## config.mk

```make
export PLATFORM = sky130hd
export DESIGN_NAME = aes_mode_ctrl
export DESIGN_NICKNAME = d
export VERILOG_FILES = /design/src/rtl/aes_mode_pkg.sv /design/src/rtl/aes_mode_fifo.sv /design/src/rtl/aes_mode_ctrl.sv
export SDC_FILE = /design/constraint.sdc
export NUM_CORES = 1
export LEC_CHECK = 0
export ABC_AREA = 1
export CORE_UTILIZATION = 25
export CTS_CLUSTER_SIZE = 30
export DETAILED_ROUTE_END_ITERATION = 7
export HOLD_SLACK_MARGIN = 0.02
export PLACE_DENSITY = 0.47
export RECOVER_POWER = 100
export SLEW_MARGIN = 25
export SYNTH_ARGS = -nofsm -noshare
export SYNTH_HDL_FRONTEND = slang
export SYNTH_SLANG_ARGS = --single-unit
```

## constraint.sdc

```tcl
create_clock -name clk -period 6.7 [get_ports clk]
set_input_delay 1.675 -clock clk [delete_from_list [all_inputs] [get_ports clk]]
set_output_delay 1.675 -clock clk [all_outputs]
set_load 0.01 [all_outputs]
```

## src/rtl/aes_mode_pkg.sv

```systemverilog
// Shared types for the AES stream-mode controller: mode encodings, FSM states, block width.
// CTR decoding depends on the AES_CTR_MODE_EN build macro.
package aes_mode_pkg;

    localparam int AES_BLK_W = 128;

    typedef enum logic [1:0] {
        MODE_ECB = 2'b00,
        MODE_CBC = 2'b01,
        MODE_CTR = 2'b10
    } aesMode_t;

    typedef enum logic [2:0] {
        IDLE,
        KEY_SKIP,
        KEY_WAIT,
        READY,
        BLK_SKIP,
        BLK_WAIT
    } ctrlState_t;

    // Reserved encodings, and CTR when it is not built in, fall back to ECB.
    function automatic aesMode_t decodeMode(input logic [1:0] raw);
        case (raw)
            2'b01:   return MODE_CBC;
`ifdef AES_CTR_MODE_EN
            2'b10:   return MODE_CTR;
`endif
            default: return MODE_ECB;
        endcase
    endfunction

endpackage

```

## src/rtl/aes_mode_fifo.sv

```systemverilog
// Synchronous first-word-fall-through FIFO buffering input blocks for the AES mode controller.
module aes_mode_fifo #(
    parameter int WIDTH = 128,
    parameter int DEPTH = 4
) (
    input  logic             clk,
    input  logic             reset,
    input  logic             push,
    input  logic [WIDTH-1:0] wrData,
    input  logic             pop,
    output logic [WIDTH-1:0] rdData,
    output logic             full,
    output logic             empty
);

    localparam int AW = $clog2(DEPTH);
    localparam logic [AW:0] PTR_ONE = (AW + 1)'(1);

    logic [WIDTH-1:0] mem [DEPTH];
    logic [AW:0]      wrPtr;
    logic [AW:0]      rdPtr;
    logic             doPush;
    logic             doPop;

    // Extra pointer bit tells a wrapped-full FIFO apart from an empty one.
    assign empty  = (wrPtr == rdPtr);
    assign full   = (wrPtr[AW] != rdPtr[AW]) && (wrPtr[AW-1:0] == rdPtr[AW-1:0]);
    assign doPop  = pop && !empty;
    assign doPush = push && (!full || doPop);
    assign rdData = mem[rdPtr[AW-1:0]];

    // NOTE: state registers use non-blocking (<=) so every flop samples pre-edge values.
    always_ff @(posedge clk or negedge reset) begin
        if (!reset) begin
            wrPtr <= '0;
            rdPtr <= '0;
        end else begin
            if (doPush) wrPtr <= wrPtr + PTR_ONE;
            if (doPop)  rdPtr <= rdPtr + PTR_ONE;
        end
    end

    // NOTE: storage is deliberately not reset; the pointers alone define which entries are valid.
    always_ff @(posedge clk) begin
        if (doPush) mem[wrPtr[AW-1:0]] <= wrData;
    end

endmodule

```

## src/rtl/aes_mode_ctrl.sv

```systemverilog
// Stream controller sequencing an AES-128 core (init/next/ready) in ECB, CBC-encrypt or CTR mode.
// CTR mode and its counter exist only when AES_CTR_MODE_EN is defined; otherwise mode 10 runs as ECB.
module aes_mode_ctrl
    import aes_mode_pkg::*;
#(
    parameter int FIFO_DEPTH = 4,
    parameter int CTR_W      = 32
) (
    input  logic                 clk,
    input  logic                 reset,
    input  logic [1:0]           mode,
    input  logic [AES_BLK_W-1:0] key,
    input  logic [AES_BLK_W-1:0] iv,
    input  logic                 key_load,
    output logic                 cfg_ready,
    input  logic [AES_BLK_W-1:0] din,
    input  logic                 din_valid,
    output logic                 din_ready,
    output logic [AES_BLK_W-1:0] dout,
    output logic                 dout_valid,
    input  logic                 dout_ready,
    output logic                 busy,
    output logic                 core_init,
    output logic                 core_next,
    output logic [AES_BLK_W-1:0] core_key,
    output logic [AES_BLK_W-1:0] core_block,
    input  logic                 core_ready,
    input  logic [AES_BLK_W-1:0] core_result
);

    if ((FIFO_DEPTH < 2) || ((FIFO_DEPTH & (FIFO_DEPTH - 1)) != 0)) begin : gBadDepth
        $error("aes_mode_ctrl: FIFO_DEPTH must be a power of two >= 2");
    end
    if ((CTR_W < 1) || (CTR_W >= AES_BLK_W)) begin : gBadCtrW
        $error("aes_mode_ctrl: CTR_W must be between 1 and %0d", AES_BLK_W - 1);
    end

    ctrlState_t           state;
    ctrlState_t           stateNext;
    aesMode_t             modeReg;
    logic [AES_BLK_W-1:0] chainReg;
    logic [AES_BLK_W-1:0] fifoHead;
    logic [AES_BLK_W-1:0] blockIn;
    logic [AES_BLK_W-1:0] blockOut;
    logic                 fifoFull;
    logic                 fifoEmpty;
    logic                 rstDone;
    logic                 acceptKey;
    logic                 startBlk;
    logic                 finishBlk;

    aes_mode_fifo #(
        .WIDTH (AES_BLK_W),
        .DEPTH (FIFO_DEPTH)
    ) u_fifo (
        .clk    (clk),
        .reset  (reset),
        .push   (din_valid && din_ready),
        .wrData (din),
        .pop    (startBlk),
        .rdData (fifoHead),
        .full   (fifoFull),
        .empty  (fifoEmpty)
    );

    // Handshake outputs stay low until the first clock after reset is released.
    assign din_ready = rstDone && !fifoFull;
    assign cfg_ready = rstDone && ((state == IDLE) ||
                                   ((state == READY) && fifoEmpty && !dout_valid));
    assign busy      = ((state != IDLE) && (state != READY)) || !fifoEmpty || dout_valid;

    always_ff @(posedge clk or negedge reset) begin
        if (!reset) state <= IDLE;
        else        state <= stateNext;
    end

    // NOTE: every signal written here gets a default first, so no path can infer a latch.
    always_comb begin
        stateNext = state;
        acceptKey = 1'b0;
        startBlk  = 1'b0;
        finishBlk = 1'b0;
        case (state)
            IDLE: begin
                if (key_load && cfg_ready) begin
                    acceptKey = 1'b1;
                    stateNext = KEY_SKIP;
                end
            end
            KEY_SKIP: stateNext = KEY_WAIT;
            KEY_WAIT: if (core_ready) stateNext = READY;
            READY: begin
                if (key_load && cfg_ready) begin
                    acceptKey = 1'b1;
                    stateNext = KEY_SKIP;
                end else if (!fifoEmpty && !dout_valid) begin
                    startBlk  = 1'b1;
                    stateNext = BLK_SKIP;
                end
            end
            BLK_SKIP: stateNext = BLK_WAIT;
            BLK_WAIT: begin
                if (core_ready) begin
                    finishBlk = 1'b1;
                    stateNext = READY;
                end
            end
            default: stateNext = IDLE;
        endcase
    end

`ifdef AES_CTR_MODE_EN
    logic [AES_BLK_W-1:0] ctrReg;
    logic [AES_BLK_W-1:0] poppedDin;

    // Only the low CTR_W bits count; they wrap without carrying into the fixed upper field.
    always_ff @(posedge clk or negedge reset) begin
        if (!reset) begin
            ctrReg    <= '0;
            poppedDin <= '0;
        end else begin
            if (acceptKey) ctrReg <= iv;
            else if (finishBlk && (modeReg == MODE_CTR))
                ctrReg[CTR_W-1:0] <= ctrReg[CTR_W-1:0] + CTR_W'(1);
            if (startBlk) poppedDin <= fifoHead;
        end
    end
`endif

    always_comb begin
        blockIn  = fifoHead;
        blockOut = core_result;
        if (modeReg == MODE_CBC) blockIn = fifoHead ^ chainReg;
`ifdef AES_CTR_MODE_EN
        if (modeReg == MODE_CTR) begin
            blockIn  = ctrReg;
            blockOut = poppedDin ^ core_result;
        end
`endif
    end

    always_ff @(posedge clk or negedge reset) begin
        if (!reset) begin
            rstDone    <= 1'b0;
            modeReg    <= MODE_ECB;
            chainReg   <= '0;
            core_init  <= 1'b0;
            core_next  <= 1'b0;
            core_key   <= '0;
            core_block <= '0;
            dout       <= '0;
            dout_valid <= 1'b0;
        end else begin
            rstDone   <= 1'b1;
            core_init <= acceptKey;
            core_next <= startBlk;
            if (acceptKey) begin
                core_key <= key;
                modeReg  <= decodeMode(mode);
                chainReg <= iv;
            end
            if (startBlk) core_block <= blockIn;
            if (finishBlk) begin
                dout       <= blockOut;
                dout_valid <= 1'b1;
                if (modeReg == MODE_CBC) chainReg <= core_result;
            end else if (dout_valid && dout_ready) begin
                dout       <= '0;
                dout_valid <= 1'b0;
            end
        end
    end

endmodule

```

==> results summary <==
The share of synthesized area occupied by flip-flops and latches came out at a little under 70%. The worst ir drop on vdd came out at 0.2937 mV. The overall power after layout came out at 24,980 uW. The clock slew at the register clock pins of the worst setup and hold paths is around 0.06 ns. The ratio of cells with drive above 1 in the final layout came out at approximately 4.8%. The number of instances in the synthesized netlist came out at 3,819.

The post-synthesis average cell area is around 11 um^2. The share of synthesized area spent on multiplexers came out at 0%. STA puts the critical path data required time at 7.37 ns.

The placer congestion estimate came out at 0.8949. Using the TritonRoute via totals, the vias-per-cell ratio works out to 4.508. The number of clock buffers added by TritonCTS is roughly 120. The transition time at the pin with the least slew margin is 4.386 ns. The largest fanout of any net on the critical path is ~130. The worst max-slew margin expressed relative to the limit is -192.4%. The clock latency on the worst-skew pair is around 0.75 ns. The placed cell count is approximately 6.7k. The number of register bits inferred by synthesis came out at 1,038. After the last flow step, the layout net total stands at between 5k and 6k. The sink count of the clock tree is just over 1k. In this run the number of H-tree levels came out at 3. The worst setup path is launched from an input pin. The highest metal layer with signal wires is met5.

Synthesis instantiated 28 different standard cells from the library. The run finished, with violations left. The instance area at placement is 52,590 um^2.

The minimum period implied by the final worst setup slack is around 5.5 ns. The clock tree skew after final layout is 0.04624 ns. The max-cap check violation count is 13.

The cts-stage hold buffer count is 0. The fill cell total of the finished layout came out at ~16k. The finished layout cell area came out at 56,520 um^2. The detailed router put a total of 62.88 mm of wire on met1. The initial standard-cell utilization of the core came out at 25.25%.

The number of nets in the synthesized netlist came out at 4,344. The post-CTS setup repair buffer count came out at 0. Derived from the worst setup path, the maximum achievable clock frequency is 0.1820 GHz. The worst endpoint data arrival time is 6.16 ns.

The horizontal die dimension is 407.9 um. The post-synthesis share of cell area spent on and, or, nand and nor gates came out at 14.98%. The area enclosed by the die boundary came out at 166,400 um^2.

The fraction of the mapped netlist area in adder cells came out at less than 1%. The number of setup violations in the final report came out at 0. The die is between 400 and 500 um tall. The via count of the first global-routing pass came out at 30.61k. The switching fraction of total power came out at between 30% and 40%.

The first global-routing pass estimated about 230 mm of wire. The maximum count of clock buffers along a single path came out at 3. The total grt overflow is 0. The synthesized netlist devotes 9.828% of its cell area to compound gates. The half-perimeter wire length after placement is 106.9 mm. Buffers placed on the I/O ports in this run total about 910. The path class of the tightest hold or removal check is flip-flop to flip-flop.

The core region is 163,100 um^2. The filler-free cell count of the finished design is 6,945. The I/O pin count came out at between 900 and 1k.

The part of the total power dissipated in sequential elements is 38.8%. The total standard cell area after synthesis is between 40,000 and 50,000 um^2. The type of the setup path with the least slack is input pin to flip-flop. TritonCTS built the clock tree. The net load switching power came out at a little under 9000 uW. The total routing usage reported by global routing is a little under a fifth. Combinational logic burns 33.9% of the power. The first TritonRoute pass finished after 5 iterations. The sum of routed wire length over all layers came out at around 160 mm. The count of final max-slew check failures is 701. The total DRC errors in the routed layout came out at 0.

The quantity of gates resized following cts came out at 0. Detailed routing placed a total of 80.01 mm of wire on met2. The number of DRC violations after detailed-routing iteration 0 is 2,034. The final reports fail on max-capacitance violations, max-slew violations. The tree is rooted in a sky130_fd_sc_hd__clkbuf_16. The average wire per standard cell is 22.70 um. Dividing total power by cell area gives a power density of 441.9 nW/um^2. The final critical path takes up 81.99% of the cycle.

The final setup TNS came out at 0 ns. The combined flip-flop and latch cell area is ~29,000 um^2. The final antenna-violating net count came out at 0.

The area share of xor/xnor cells in the synthesized design is 2.828%. Across all layers, the routed design uses 31.31k vias. Setup repair after global routing left no endpoint under its margin.

The area used by multi-input combinational logic came out at 11,470 um^2. The clock network burns between 20 and 30% of the power. STA classifies the critical path endpoint as a flip-flop. The number of antenna violations at the first check in global routing was 92. The row count came out at 148. The layout overhead on the synthesized area is 37.20%. By area, the combinational part of the netlist is dominated by simple AND/OR/NAND/NOR gates. The final hold violation count is 0.

The total length of routed met3 wires is 9.857 mm. The internal power is 16,080 uW. The warning count from the yosys run came out at 0.

The static leakage is 0.02278 uW. The largest net degree at the start of global routing is 162.
==> logic make-up after synthesis <==
logic type	Yosys count
simple gates	1591
flops	1038
compound gates	776
buf+inv	275
xor+xnor	133
fa+ha+maj	5
other cells	1
==> power groups by stage <==
stage / clock network (uW) / logic (uW) / registers (uW)
finish: 6810 / 8460 / 9700
global route: 7240 / 9350 / 9930
CTS: 7000 / 9180 / 9740
detailed placement: 0 / 9160 / 9830
global placement: 0 / 9080 / 9830
floorplan: 0 / 4090 / 10000
==> stage by stage <==
stage | setup slack (ns) | utilization, % | hold slack [ns]
2_1_floorplan | -1.173 | - | 0.4617
3_3_place_gp | 2.114 | 32.22 | 0.4638
3_5_place_dp | 2.092 | 32.23 | 0.4636
4_1_cts | 1.501 | 34.74 | 0.4805
5_1_grt | 0.7625 | 34.63 | 0.4887
6_report | 1.207 | 34.65 | 0.4706
==> per-layer routing <==
layer  vias up  track usage, %
li1      14690               -
met1     15400           21.74
met2       862           32.49
met3       322           5.113
met4        44           5.185
met5         -               0
==> worst paths after layout <==
check                                start  cells past startpoint  slack [ns]                 to
max reg2reg                u_fifo.rdPtr[0]                      8        1.29  u_fifo.mem[1][40]
min                            core_key[5]                      2        0.47        core_key[5]
min reg2reg                    core_key[5]                      2        0.47        core_key[5]
min in group asynchronous            reset                      1        2.48      core_key[104]
max in group asynchronous            reset                      2        1.69       core_key[78]
max                             core_ready                      6        1.21            dout[2]
==> registers in the layout (all words and copies together), names as in the netlist, 3 cells and up <==
register	flops
u_fifo.mem	512
dout	128
state	3
u_fifo.wrPtr	3
core_block	128
u_fifo.rdPtr	3
chainReg	128
core_key	128
==> synthesized netlist by cell type <==
library cell,count,area (um^2)
sky130_fd_sc_hd__dfrtp_1,526,13160
sky130_fd_sc_hd__conb_1,1,3.750
sky130_fd_sc_hd__o211ai_1,1,7.510
sky130_fd_sc_hd__a21o_1,1,7.510
sky130_fd_sc_hd__a21oi_1,257,1286
sky130_fd_sc_hd__buf_4,34,255.2
sky130_fd_sc_hd__o21ai_0,354,1772
sky130_fd_sc_hd__nand3b_1,1,7.510
sky130_fd_sc_hd__clkbuf_1,160,600.6
sky130_fd_sc_hd__nor2_2,1,6.260
sky130_fd_sc_hd__nand3_2,1,10.01
sky130_fd_sc_hd__buf_1,19,71.32
sky130_fd_sc_hd__nand3_1,137,685.7
sky130_fd_sc_hd__nand3b_2,1,11.26
sky130_fd_sc_hd__nand2_1,1051,3945
sky130_fd_sc_hd__o22ai_1,128,800.8
sky130_fd_sc_hd__inv_2,2,7.510
sky130_fd_sc_hd__o21ai_1,35,175.2
sky130_fd_sc_hd__nor3_1,2,10.01
sky130_fd_sc_hd__ha_1,5,62.56
sky130_fd_sc_hd__xor2_1,131,1147
sky130_fd_sc_hd__xnor2_1,2,17.52
sky130_fd_sc_hd__buf_2,39,195.2
sky130_fd_sc_hd__nor2_1,395,1483
sky130_fd_sc_hd__inv_1,21,78.83
sky130_fd_sc_hd__nand4_1,1,6.260
sky130_fd_sc_hd__edfxtp_1,512,15370
sky130_fd_sc_hd__or3_1,1,6.260
==> layout by cell type, fill, tap and decap left out, types with 3 or more instances in the layout <==
master	instances
sky130_fd_sc_hd__o21ai_0	379
sky130_fd_sc_hd__clkinv_2	19
sky130_fd_sc_hd__o22ai_1	128
sky130_fd_sc_hd__clkbuf_16	122
sky130_fd_sc_hd__clkbuf_1	48
sky130_fd_sc_hd__clkbuf_2	8
sky130_fd_sc_hd__inv_4	3
sky130_fd_sc_hd__dlygate4sd3_1	519
sky130_fd_sc_hd__nand3_1	137
sky130_fd_sc_hd__buf_4	16
sky130_fd_sc_hd__dfrtp_1	523
sky130_fd_sc_hd__nor2_1	394
sky130_fd_sc_hd__nand2_1	1050
sky130_fd_sc_hd__dfrtp_4	3
sky130_fd_sc_hd__edfxtp_1	512
sky130_fd_sc_hd__o21ai_1	10
sky130_fd_sc_hd__bufinv_16	15
sky130_fd_sc_hd__ha_1	5
sky130_fd_sc_hd__inv_6	6
sky130_fd_sc_hd__a21oi_1	257
sky130_fd_sc_hd__xor2_1	131
sky130_fd_sc_hd__diode_2	13
sky130_fd_sc_hd__clkinv_1	20
sky130_fd_sc_hd__inv_1	18
sky130_fd_sc_hd__clkdlybuf4s50_1	389
sky130_fd_sc_hd__buf_12	10
sky130_fd_sc_hd__clkbuf_8	9
==> worst max-delay path, stage by stage <==
cell and delay [ns]:
sky130_fd_sc_hd__dlygate4sd3_1 0.53, sky130_fd_sc_hd__inv_1 0.09, sky130_fd_sc_hd__nor2_1 0.31, sky130_fd_sc_hd__clkbuf_2 2.31, sky130_fd_sc_hd__nand2_1 0.83, sky130_fd_sc_hd__nand2_1 0.24
==> cell type report <==
| cell class | instances | area share (%) |
|---|---|---|
| tap | 2175 | 4.815 |
| clock buffer | 164 | 5.840 |
| inverter | 23 | 0.2014 |
| antenna | 13 | 0.05756 |
| multi-input combinational | 2506 | 20.30 |
| clock inverter | 68 | 1.408 |
| timing repair buffer | 958 | 16.87 |
| sequential | 1038 | 50.51 |
Note: power is estimated with default switching activity, not from simulation.
